**config.mk**
```make
export PLATFORM = sky130hd
export DESIGN_NAME = mul_seq_iter
export DESIGN_NICKNAME = d
export VERILOG_FILES = /design/src/rtl/mul_seq_iter.sv
export SDC_FILE = /design/constraint.sdc
export NUM_CORES = 1
export LEC_CHECK = 0
export CAP_MARGIN = 5
export CORE_UTILIZATION = 24
export CTS_CLUSTER_DIAMETER = 120
export DETAILED_ROUTE_END_ITERATION = 10
export PLACE_DENSITY = 0.47
export SETUP_SLACK_MARGIN = 0.4
export SYNTH_ARGS = -nofsm -noshare
export SYNTH_HDL_FRONTEND = slang
export SYNTH_SLANG_ARGS = --single-unit
export TNS_END_PERCENT = 50
```
**constraint.sdc**
```tcl
create_clock -name clk -period 2.79 [get_ports clk]
set_input_delay 0.4185 -clock clk [delete_from_list [all_inputs] [get_ports clk]]
set_output_delay 0.4185 -clock clk [all_outputs]
set_load 0.1 [all_outputs]
```
**src/rtl/mul_seq_iter.sv**
```systemverilog
// Iterative shift-add multiplier, signed or unsigned, one bit per clock.
// Optional MUL_EARLY_TERM_EN: leave CALC once the multiplier register is zero.
module mul_seq_iter #(
  parameter int WIDTH = 8
) (
  input  logic               clk,
  input  logic               rst,
  input  logic               in_valid,
  output logic               in_ready,
  input  logic [WIDTH-1:0]   A,
  input  logic [WIDTH-1:0]   B,
  input  logic               Signed,
  output logic               out_valid,
  input  logic               out_ready,
  output logic [2*WIDTH-1:0] Prod
);

  localparam int CW = $clog2(WIDTH + 1);

  typedef enum logic [1:0] {
    IDLE,
    CALC,
    DONE
  } state_t;

  state_t             state;
  state_t             state_nxt;
  logic [2*WIDTH-1:0] mcand;
  logic [2*WIDTH-1:0] acc;
  logic [2*WIDTH-1:0] acc_nxt;
  logic [WIDTH-1:0]   mplier;
  logic [WIDTH-1:0]   mplier_nxt;
  logic [WIDTH-1:0]   a_mag;
  logic [WIDTH-1:0]   b_mag;
  logic [CW-1:0]      cnt;
  logic               sign_p;
  logic               last;
  logic               accept;

  // Operand magnitudes and the next partial-product step
  always_comb begin
    a_mag      = (Signed && A[WIDTH-1]) ? (~A + 1'b1) : A;
    b_mag      = (Signed && B[WIDTH-1]) ? (~B + 1'b1) : B;
    acc_nxt    = mplier[0] ? (acc + mcand) : acc;
    mplier_nxt = mplier >> 1;
`ifdef MUL_EARLY_TERM_EN
    last       = (mplier_nxt == '0);
`else
    last       = (cnt == CW'(WIDTH - 1));
`endif
    accept     = (state == IDLE) && in_valid;
  end

  // State register
  always_ff @(posedge clk or posedge rst) begin
    if (rst) state <= IDLE;
    else     state <= state_nxt;
  end

  // Next state and handshake outputs
  always_comb begin
    state_nxt = state;
    in_ready  = 1'b0;
    out_valid = 1'b0;
    unique case (state)
      IDLE: begin
        in_ready = 1'b1;
        if (in_valid) state_nxt = CALC;
      end
      CALC: begin
        if (last) state_nxt = DONE;
      end
      DONE: begin
        out_valid = 1'b1;
        if (out_ready) state_nxt = IDLE;
      end
      default: state_nxt = IDLE;
    endcase
  end

  // Datapath: capture, shift-add iterations, signed result fix-up
  always_ff @(posedge clk or posedge rst) begin
    if (rst) begin
      mcand  <= '0;
      mplier <= '0;
      acc    <= '0;
      cnt    <= '0;
      sign_p <= 1'b0;
      Prod   <= '0;
    end else if (accept) begin
      mcand  <= {{WIDTH{1'b0}}, a_mag};
      mplier <= b_mag;
      acc    <= '0;
      cnt    <= '0;
      sign_p <= Signed & (A[WIDTH-1] ^ B[WIDTH-1]);
    end else if (state == CALC) begin
      acc    <= acc_nxt;
      mcand  <= mcand << 1;
      mplier <= mplier_nxt;
      cnt    <= cnt + CW'(1);
      if (last) Prod <= sign_p ? (~acc_nxt + 1'b1) : acc_nxt;
    end
  end

endmodule

```
==> impl_metrics.yaml <==
status:
  status: "finished with violations"
  violations: "setup timing"
timing:
  period_minus_slack_ps: 2940
  fin_crit_sh: 1.05
  rsz0062_at_grt: "true"
  slew_headroom: 0.492
  setup_viol_count_final: 6
  tightest_slew_ps: 760
  drv_slew: 0
  worst_slack_ps: -146
  fmax_mhz: 341
  finClkSkew_ps: 8.55
  hold_viol: 0
clock_network:
  cts-buffers-inserted: 9
  cts_tree: "done"
  root_buffer: "clkbuf_16"
  h-tree-depth: 3
  clock_latency_ps: 330
  cts_hold_buf: 0
  path_clk_slew_ps: 50
  clock_sinks: 63
  clockBufferDepth: 2
yosys:
  synthArstFlopShare: 1.00
  yosys_warnings: 0
  syn_inst: 484
  synth.distinct_cells: 64
  synth-edff-count: 0
  synth-seq-cells: 63
  yosysSeqAreaShare: 0.380
  syn_nets: 525
  syn_area_sq_mm: 0.00415
  syn_avg_cell_area_sq_um: 8.57
  synth-main-ff-cell: "dfrtp_1"
critical_path:
  r2r_slack_ps: -150
  slowest_stage: "dfrtp_1"
  path_cells: "ha_2 -> fa_2 -> a211oi_4 -> o211ai_1 -> a221o_1 -> a21oi_4 -> buf_6 -> xnor2_2 -> mux2_4 -> o21ai_2 -> xnor2_1 -> o21ai_1"
  cp.required_ps: 3000
  path_max_fanout: 4
  cp-start-kind: "register"
  cp.arrival_ps: 3150
  cpPeakStageDelay_ps: 390
  startpoint: "mcand[0]"
  worstSetupPathType: "reg2reg"
  reg2reg_from: "mcand[0]"
  cp-endpoint: "Prod[13]"
  r2r-end: "Prod[13]"
  r2r_cells: 12
  end_kind: "register"
layout:
  final_common_cell: "nand2_1"
  postLayoutCoreUtil: 0.344
  most-common-layout-cells: "nand2_1, buf_4, dfrtp_1"
  area_growth_pct: 38.8
  nFillCells: 1710
  antenna_cells: 0
  drive_gt1_frac: 0.262
  final_nets: 609
grt:
  grt_use_total: 0.135
  grt_max_degree: 53
  grt_pass1_vias: 3808
  grt_pass1_wl_um: 19200
  grt-ovfl-total: 0
  antenna_found_initial: 0
drt:
  drc_errors: 0
  wl_met2_um: 5030
  routedWlPerCell_um: 14.4
  first_iter_violations: 190
  drt-total-wl_um: 11400
  dr.pass1.iters: 4
  met1_length_um: 5840
  vias: 3754
  met3_length_um: 441
  dr.max_layer_used: "met4"
  final_antenna_net_count: 0
  routed_via_density: 4.74
flow_run:
  drv_cap: 0
floorplan:
  die_w_um: 134
  start_util: 0.248
  rows: 47
  die-area_sq_mm: 0.0178
  fp.coreArea_sq_mm: 0.0168
  ioPinCount: 39
  die_h_um: 134
place:
  place_congestion: 0.833
  pre_cts_ws_ps: -134
  portBuffers: 38
  hpwl_um: 8100
hold_path:
  hold_class: "reg2reg"
[how the worst min path moves through the flow]
stage | startpoint | end | slack, ps | cells after the start
floorplan | cnt[3] | cnt[3] | 460 | 1
global placement | Prod[0] | Prod[0] | 470 | 2
detailed placement | Prod[9] | Prod[9] | 470 | 2
CTS | Prod[9] | Prod[9] | 480 | 2
global route | Prod[9] | Prod[9] | 510 | 2
finish | Prod[9] | Prod[9] | 470 | 2
[critical path, delay by kind of cell (launching register included)]
family | cells | cell delay [ps]
compound gates | 6 | 1260
fa+ha+maj | 2 | 590
flops | 1 | 390
mux | 1 | 260
xor+xnor | 2 | 210
buf+inv | 1 | 120
[logic make-up (layout without fill, tap and decap cells)]
kind of cell / Yosys count / in the layout / share of synthesized area
simple gates: 187 / 187 / 0.216
buf+inv: 34 / 122 / 0.0311
fa+ha+maj: 20 / 20 / 0.0621
xor+xnor: 33 / 33 / 0.0696
mux: 8 / 8 / 0.0202
compound gates: 139 / 139 / 0.221
flops: 63 / 63 / 0.380
[metrics by stage]
stage          hold WS (ps)  TNS, ps  area [sq um]  instances
3_3_place_gp            465     -177          5060        767
4_1_cts                 485     -348          5530        785
2_1_floorplan           458        0          4160        484
6_report                474     -537          5760        792
5_1_grt                 511    -1450          5760        792
3_5_place_dp            472     -399          5060        767
[per-layer routing]
metal	global-route usage	up-vias
li1	-	1905
met4	0.0303	0
met5	0	-
met2	0.207	75
met3	0.0251	4
met1	0.195	1770
[cell usage after synthesis (2+ instances only)]
library cell  number  area, sq um
nand2b_1           7         43.8
xor2_1            22          193
and3_1             6         37.5
nor3_2             3         30.0
nor2_1            29          109
o2bb2ai_1          2         17.5
nand3_1           23          115
nand4b_1           2         17.5
nor2b_1            3         18.8
a21o_1             4         30.0
mux2i_1            5         50.1
a211o_1            2         17.5
a22oi_1            3         22.5
a211oi_1           4         30.0
nor3_1            11         55.1
a221o_1            3         30.0
o21a_1             3         22.5
o2111a_1           2         22.5
ha_1              19          238
a31oi_1           16          100
o31ai_1            6         45.0
mux2_2             3         33.8
o211ai_1           3         22.5
o21ai_1            8         40.0
inv_1             11         41.3
nand2_1           81          304
a21oi_1           19         95.1
nand4_1            3         18.8
o21ai_0           46          230
nand3b_1           3         22.5
a211oi_2           2         25.0
nor4_1             2         12.5
buf_1              3         11.3
a22o_1             2         17.5
xnor2_1           11         96.3
o21bai_1           2         15.0
and2_1             3         18.8
clkbuf_1          19         71.3
dfrtp_1           63         1580
[sequential cells by signal, summed over array words and instances (netlist names)]
signal	count
sign_p	1
cnt	4
mplier	8
Prod	16
mcand	16
acc	16
state	2
[what timing repair did]
item,CTS,global route
gates resized for setup,27,31
setup buffers,3,7
endpoints found under the hold margin,0,0
endpoints found under the setup margin,15,18
pin swaps,13,23
[layout make-up]
| class | instances | area (sq um) | share of cell area |
|---|---|---|---|
| Tap cell | 220 | 275 | 0.0478 |
| Multi-Input combinational cell | 387 | 2730 | 0.474 |
| Inverter | 11 | 41.3 | 0.00717 |
| Clock buffer | 12 | 267 | 0.0463 |
| Timing Repair Buffer | 96 | 806 | 0.140 |
| Clock inverter | 3 | 65.1 | 0.0113 |
| Sequential cell | 63 | 1580 | 0.274 |
Power is not shown: default switching activity piles up to over one toggle a cycle in this logic, so the estimate is an artifact.
